$ cat config.mk
export PLATFORM = sky130hd
export DESIGN_NAME = ef_i2s_tx
export DESIGN_NICKNAME = d
export VERILOG_FILES = /design/src/rtl/ef_i2s_tx_pkg.sv /design/src/rtl/ef_i2s_tx_fifo.sv /design/src/rtl/ef_i2s_tx.sv
export SDC_FILE = /design/constraint.sdc
export NUM_CORES = 1
export LEC_CHECK = 0
export ABC_AREA = 1
export BUFFER_PORTS_ARGS = -buffer_cell sky130_fd_sc_hd__buf_2
export CORE_UTILIZATION = 40
export DETAILED_ROUTE_END_ITERATION = 7
export MAX_ROUTING_LAYER = met4
export PLACE_DENSITY_LB_ADDON = 0.12
export SYNTH_ARGS = -nofsm -noshare
export SYNTH_HDL_FRONTEND = slang
export SYNTH_HIERARCHICAL = 1
export SYNTH_SLANG_ARGS = --single-unit
export TNS_END_PERCENT = 10
$ cat constraint.sdc
create_clock -name clk -period 8.5 [get_ports clk]
set_clock_uncertainty 0.2 [all_clocks]
set_input_delay 0.85 -clock clk [delete_from_list [all_inputs] [get_ports clk]]
set_output_delay 0.85 -clock clk [all_outputs]
set_load 0.05 [all_outputs]
$ cat src/rtl/ef_i2s_tx_pkg.sv
// Shared constants, slot type and sample alignment helper for the I2S transmitter.
package ef_i2s_tx_pkg;

    localparam int unsigned SLOT_BITS  = 32;
    localparam int unsigned FIFO_DEPTH = 16;
    localparam int unsigned FIFO_AW    = 4;

    localparam logic [1:0] CH_LEFT   = 2'b10;
    localparam logic [1:0] CH_RIGHT  = 2'b01;
    localparam logic [1:0] CH_STEREO = 2'b11;

    typedef enum logic {
        SLOT_LEFT  = 1'b0,
        SLOT_RIGHT = 1'b1
    } slot_e;

    // MSB-align an LSB-aligned sample of 'size' bits (0 means a full 32-bit word).
    function automatic logic [SLOT_BITS-1:0] align_sample(input logic [SLOT_BITS-1:0] data,
                                                          input logic [4:0]           size);
        logic [5:0] amt;
        amt = (size == 5'd0) ? 6'd0 : 6'd32 - {1'b0, size};
        return data << amt;
    endfunction

endpackage

$ cat src/rtl/ef_i2s_tx_fifo.sv
// Sample FIFO: registered storage, combinational read data at the read pointer.
module i2s_tx_fifo #(
    parameter int unsigned DW = 32,
    parameter int unsigned AW = 4
) (
    input  logic          clk,
    input  logic          rst_n,
    input  logic          wr,
    input  logic [DW-1:0] wdata,
    input  logic          rd,
    output logic [DW-1:0] rdata,
    output logic          full,
    output logic          empty,
    output logic [AW:0]   level
);

    localparam int unsigned DEPTH    = 1 << AW;
    localparam logic [AW:0] FULL_LVL = (AW+1)'(DEPTH);

    logic [DW-1:0] mem_q [DEPTH];
    logic [AW-1:0] wptr_q, wptr_d;
    logic [AW-1:0] rptr_q, rptr_d;
    logic [AW:0]   level_q, level_d;
    logic          wr_ok, rd_ok;

    always_comb begin
        full    = (level_q == FULL_LVL);
        empty   = (level_q == '0);
        rd_ok   = rd && !empty;
        // A pop in the same cycle frees a slot, so a write while full still lands.
        wr_ok   = wr && (!full || rd_ok);
        wptr_d  = wptr_q;
        rptr_d  = rptr_q;
        level_d = level_q;
        if (wr_ok) wptr_d = wptr_q + 1'b1;
        if (rd_ok) rptr_d = rptr_q + 1'b1;
        if (wr_ok && !rd_ok) level_d = level_q + 1'b1;
        else if (rd_ok && !wr_ok) level_d = level_q - 1'b1;
    end

    always_ff @(posedge clk or negedge rst_n) begin
        if (!rst_n) begin
            wptr_q  <= '0;
            rptr_q  <= '0;
            level_q <= '0;
        end else begin
            wptr_q  <= wptr_d;
            rptr_q  <= rptr_d;
            level_q <= level_d;
        end
    end

    always_ff @(posedge clk) begin
        if (wr_ok) mem_q[wptr_q] <= wdata;
    end

    assign rdata = mem_q[rptr_q];
    assign level = level_q;

endmodule

$ cat src/rtl/ef_i2s_tx.sv
// I2S / left-justified serial audio transmitter with a 16-entry sample FIFO.
module ef_i2s_tx
    import ef_i2s_tx_pkg::*;
(
    input  logic        clk,
    input  logic        rst_n,
    output logic        ws,
    output logic        sck,
    output logic        sdo,
    input  logic        fifo_wr,
    input  logic [31:0] fifo_wdata,
    output logic        fifo_full,
    output logic        fifo_empty,
    output logic [4:0]  fifo_level,
    input  logic [4:0]  fifo_level_threshold,
    output logic        fifo_level_below,
    output logic        underflow,
    input  logic        underflow_clr,
    input  logic        left_justified,
    input  logic [4:0]  sample_size,
    input  logic [7:0]  sck_prescaler,
    input  logic [1:0]  channels,
    input  logic        en
);

    logic [7:0]  prescaler_q, prescaler_d;
    logic        sck_q, sck_d;
    logic [4:0]  bit_ctr_q, bit_ctr_d;
    logic        ws_q, ws_d;
    logic        sdo_q, sdo_d;
    logic        lj_bit_q, lj_bit_d;
    logic [31:0] shift_q, shift_d;
    logic        underflow_q, underflow_d;

    logic        tick, fall, boundary, chan_on, fifo_rd, uf_set;
    logic [31:0] load;
    logic [31:0] fifo_rdata;
    slot_e       next_slot;

    i2s_tx_fifo #(
        .DW (SLOT_BITS),
        .AW (FIFO_AW)
    ) u_fifo (
        .clk   (clk),
        .rst_n (rst_n),
        .wr    (fifo_wr),
        .wdata (fifo_wdata),
        .rd    (fifo_rd),
        .rdata (fifo_rdata),
        .full  (fifo_full),
        .empty (fifo_empty),
        .level (fifo_level)
    );

    always_comb begin
        tick        = en && (prescaler_q == '0);
        fall        = tick && sck_q;
        boundary    = fall && (bit_ctr_q == '0);
        next_slot   = ws_q ? SLOT_LEFT : SLOT_RIGHT;
        chan_on     = (next_slot == SLOT_LEFT) ? channels[1] : channels[0];
        fifo_rd     = boundary && chan_on && !fifo_empty;
        uf_set      = boundary && chan_on && fifo_empty;

        prescaler_d = prescaler_q;
        sck_d       = sck_q;
        bit_ctr_d   = bit_ctr_q;
        ws_d        = ws_q;
        sdo_d       = sdo_q;
        lj_bit_d    = lj_bit_q;
        shift_d     = shift_q;
        load        = shift_q;

        if (en) prescaler_d = tick ? sck_prescaler : prescaler_q - 8'd1;
        if (tick) sck_d = ~sck_q;

        // The freshly loaded word's MSB leaves on the same fall that flips ws;
        // I2S mode simply replays the left-justified stream one fall later.
        if (fall) begin
            bit_ctr_d = bit_ctr_q + 5'd1;
            if (boundary) begin
                ws_d = (next_slot == SLOT_RIGHT);
                load = fifo_rd ? align_sample(fifo_rdata, sample_size) : '0;
            end
            lj_bit_d = load[31];
            shift_d  = load << 1;
            sdo_d    = left_justified ? load[31] : lj_bit_q;
        end

        underflow_d = uf_set ? 1'b1 : (underflow_clr ? 1'b0 : underflow_q);
    end

    always_ff @(posedge clk or negedge rst_n) begin
        if (!rst_n) begin
            prescaler_q <= '0;
            sck_q       <= 1'b0;
            bit_ctr_q   <= '0;
            ws_q        <= 1'b1;
            sdo_q       <= 1'b0;
            lj_bit_q    <= 1'b0;
            shift_q     <= '0;
            underflow_q <= 1'b0;
        end else begin
            prescaler_q <= prescaler_d;
            sck_q       <= sck_d;
            bit_ctr_q   <= bit_ctr_d;
            ws_q        <= ws_d;
            sdo_q       <= sdo_d;
            lj_bit_q    <= lj_bit_d;
            shift_q     <= shift_d;
            underflow_q <= underflow_d;
        end
    end

    assign ws               = ws_q;
    assign sck              = sck_q;
    assign sdo              = sdo_q;
    assign underflow        = underflow_q;
    assign fifo_level_below = (fifo_level < fifo_level_threshold);

endmodule

==> metrics.md <==
| Metric | Value |
|---|---|
| Mean Syn Cell Area | 9.42 um^2 |
| Clock buffer count from CTS | 61 |
| Post-DP HPWL | 38.9 mm |
| WL/cell | 19.2 um |
| Top cells by area, synth | edfxtp_1 58%, nand2_1 15%, nand3_1 6.1%, dfrtp_1 5.7%, inv_1 3.7% |
| I/O pins | 70 |
| Slew Limit Fails | 0 |
| Row count | 94 |
| Final setup viols | 0 |
| Remaining DRCs | 0 |
| DRT antenna net count | 0 |
| Drt pass-1 iters | 5 |
| Vias in the first global route | 18100 |
| Max clock buf depth | 3 |
| Port-buffer cells | 69 |
| Flop pwr share | 0.496 |
| Clock Latency Late Sink | 0.63 ns |
| Most frequent cells after synthesis | 1062 x nand2_1, 512 x edfxtp_1, 324 x nand3_1 |
| Worst r2r dst | u_fifo/mem_q[15][16] |
| Outcome | finished, final reports clean |
| Period utilization | 0.543 |
| Worst EP required | 8.56 ns |
| Dpl ws | 3.51 ns |
| Max frequency | 217 MHz |
| Reg area | 16900 um^2 |
| Least-Margin Pin Slew | 1.08 ns |
| Switching Power | 0.00195 W |
| Final nets | 2932 |
| Yosys Warn Count | 6 |
| Synthesized Nets | 2906 |
| Area fraction of the dominant cell type after synthesis | 0.577 |
| Fill cell count | 6261 |
| Pint | 0.00517 W |
| H-tree Lvls | 2 |
| Reg2Reg Depth | 15 |
| Clock share of power | 0.367 |
| Vias per cell | 5.00 |
| Die span in y | 260 um |
| Seq cells post-synth | 574 |
| Post-synth EDFFs | 512 |
| GP Congestion | 0.880 |
| Worst-path clk slew | 0.06 ns |
| Post-Route WL | 72.5 mm |
| Area of the multi-input gates | 8050 um^2 |
| Slew margin rel. | 0.281 |
| Async SR Flop Fraction | 0.108 |
| Worst VDD drop | 0.165 mV |
| Synth Flop Type | edfxtp_1 |
| Vias | 18800 |
| # hold bufs at CTS | 0 |
| Worst Path Max Fanout | 24 |
| Worst setup SP type | flip-flop |
| Layout cell share with drive strength beyond 1 | 0.0837 |
| Reg-to-Reg Start | prescaler_q[0] |
| Total of max-cap violations | 0 |
| CTS Sinks | 574 |
| Die Wd | 260 um |
| Root Buffer | clkbuf_16 |
| Mapped Cells | 2828 |
| Register area share after synthesis | 0.636 |
| Total GRT Usage | 0.225 |
| Critical Path AT | 4.67 ns |
| Setup Fix Bufs, Post-CTS | 0 |
| CP Class | flip-flop to flip-flop |
| Worst setup EP type | flip-flop |
| RSZ-0062 raised after global routing | no |
| First-pass GRT wire length | 111 mm |
| Initial cell density of the core | 0.404 |
| LEAKAGE | 12.7 nW |
| Most numerous cell in the Yosys netlist | nand2_1 |
| Cell Count Post-Placement | 3655 |
| Synth Cell Area | 26600 um^2 |
| Synth area leader | edfxtp_1 |
| CTS tree | built |
| Switching Share | 0.274 |
| PwrDens | 240 nW/um^2 |
| Final setup margin | 3.89 ns |
| Combinational share of power | 0.137 |
| Post_cts resized | 0 |
| DR iter-0 viols | 1508 |
| Initial antenna violation count | 3 |
| Hold Path Class | input port to async pin |
| Area Growth Syn to Fin | 11.4% |
| Finished Layout Cells | 3769 |
| Count of cell types in the netlist | 45 |
| R2R Setup Slk | 3.89 ns |
| Setup TNS | 0 ns |
| Largest net degree at the start of global routing | 192 |
| Final Hold Fails | 0 |
| Core area | 65900 um^2 |
| GR Overflow Total | 0 |
| Post-route minimum period | 4.61 ns |
| Die ar. | 67600 um^2 |
==> through the flow <==
stage	cell area [um^2]	util	hold slack (ns)	power [W]
floorplan	26600	-	0.247	0.00421
global placement	27700	0.421	0.264	0.00454
detailed placement	27700	0.421	0.271	0.00457
CTS	29700	0.450	0.198	0.00719
global route	29700	0.450	0.213	0.00742
finish	29700	0.450	0.201	0.00711
==> worst max-delay path by stage <==
stage / depth (start not counted) / startpoint / slack [ns] / endpoint
after CTS: 15 / prescaler_q[0] / 3.86 / u_fifo/mem_q[15][29]
final: 15 / prescaler_q[0] / 3.89 / u_fifo/mem_q[15][16]
after floorplan: 13 / en / 3.55 / u_fifo/mem_q[0][0]
after global routing: 15 / prescaler_q[0] / 3.56 / u_fifo/mem_q[15][29]
after global placement: 14 / en / 3.67 / u_fifo/mem_q[15][7]
after detailed placement: 14 / en / 3.51 / u_fifo/mem_q[15][7]
==> final cells by class <==
| class | count | share of cell area |
|---|---|---|
| Antenna cell | 2 | 0.000169 |
| Clock buffer | 77 | 0.0542 |
| Clock inverter | 35 | 0.0111 |
| Inverter | 275 | 0.0351 |
| Multi-Input combinational cell | 1839 | 0.271 |
| Sequential cell | 574 | 0.571 |
| Tap cell | 864 | 0.0364 |
| Timing Repair Buffer | 103 | 0.0207 |
==> flip-flops by register name, summed over array words and instances, names as in the netlist <==
| register | cells |
|---|---|
| u_fifo/wptr_q | 4 |
| prescaler_q | 8 |
| bit_ctr_q | 5 |
| u_fifo/level | 5 |
| sck | 1 |
| underflow | 1 |
| u_fifo/rptr_q | 4 |
| u_fifo/mem_q | 512 |
| sdo | 1 |
| shift_q | 31 |
| ws | 1 |
| lj_bit_q | 1 |
==> placed cells by master (no fill, tap or decap), types with 14 or more instances in the layout <==
cell type  synthesis  layout
o21ai_0           21      21
nor3_2             1      17
dfrtp_1           61      58
clkbuf_16          0      61
clkbuf_1          31      14
nand3_1          324     324
edfxtp_1         512     512
nor2_1           251     251
inv_1            264     261
nand2_1         1062    1062
ha_1              19      19
a21oi_1           67      67
clkinv_1           1      16
buf_4              9      33
buf_2             84      69
o21ai_1           14      14
==> layer usage <==
layer / track usage / routed length [um]
met1: 0.305 / 33000
met2: 0.358 / 34300
met3: 0.0302 / 3660
met4: 0.0547 / 1530
met5: - / 0
==> power by group through the flow <==
stage          combinational, W  clock, W  sequential, W
3_3_place_gp           0.000959         0        0.00358
4_1_cts                0.000985   0.00267        0.00353
3_5_place_dp           0.000981         0        0.00359
2_1_floorplan          0.000586         0        0.00362
6_report               0.000975   0.00261        0.00353
5_1_grt                 0.00109   0.00277        0.00356
==> critical path, cell delays in order, from the launching register on <==
cell,delay (ns)
dfrtp_1,0.38
inv_1,0.15
ha_1,0.20
nand2_1,0.06
inv_1,0.10
nand2_4,0.07
nor2_8,0.16
nand3_4,0.14
nor2_8,0.14
inv_1,0.07
nor2_1,0.18
inv_1,0.08
nand4_1,0.19
nand2_1,0.57
nor3_2,0.95
buf_4,0.56
==> cells by family (layout without fill, tap and decap cells) <==
| family | Yosys count | after routing | synth area share |
|---|---|---|---|
| flip-flops | 574 | 574 | 0.636 |
| AO/OA/AOI/OAI | 122 | 122 | 0.0251 |
| buffers and inverters | 415 | 490 | 0.0653 |
| XOR/XNOR | 11 | 11 | 0.00362 |
| other | 0 | 2 | 0 |
| AND/OR/NAND/NOR | 1686 | 1686 | 0.261 |
| adder cells (fa/ha/maj) | 20 | 20 | 0.00968 |
Note: power is estimated with default switching activity, not from simulation.
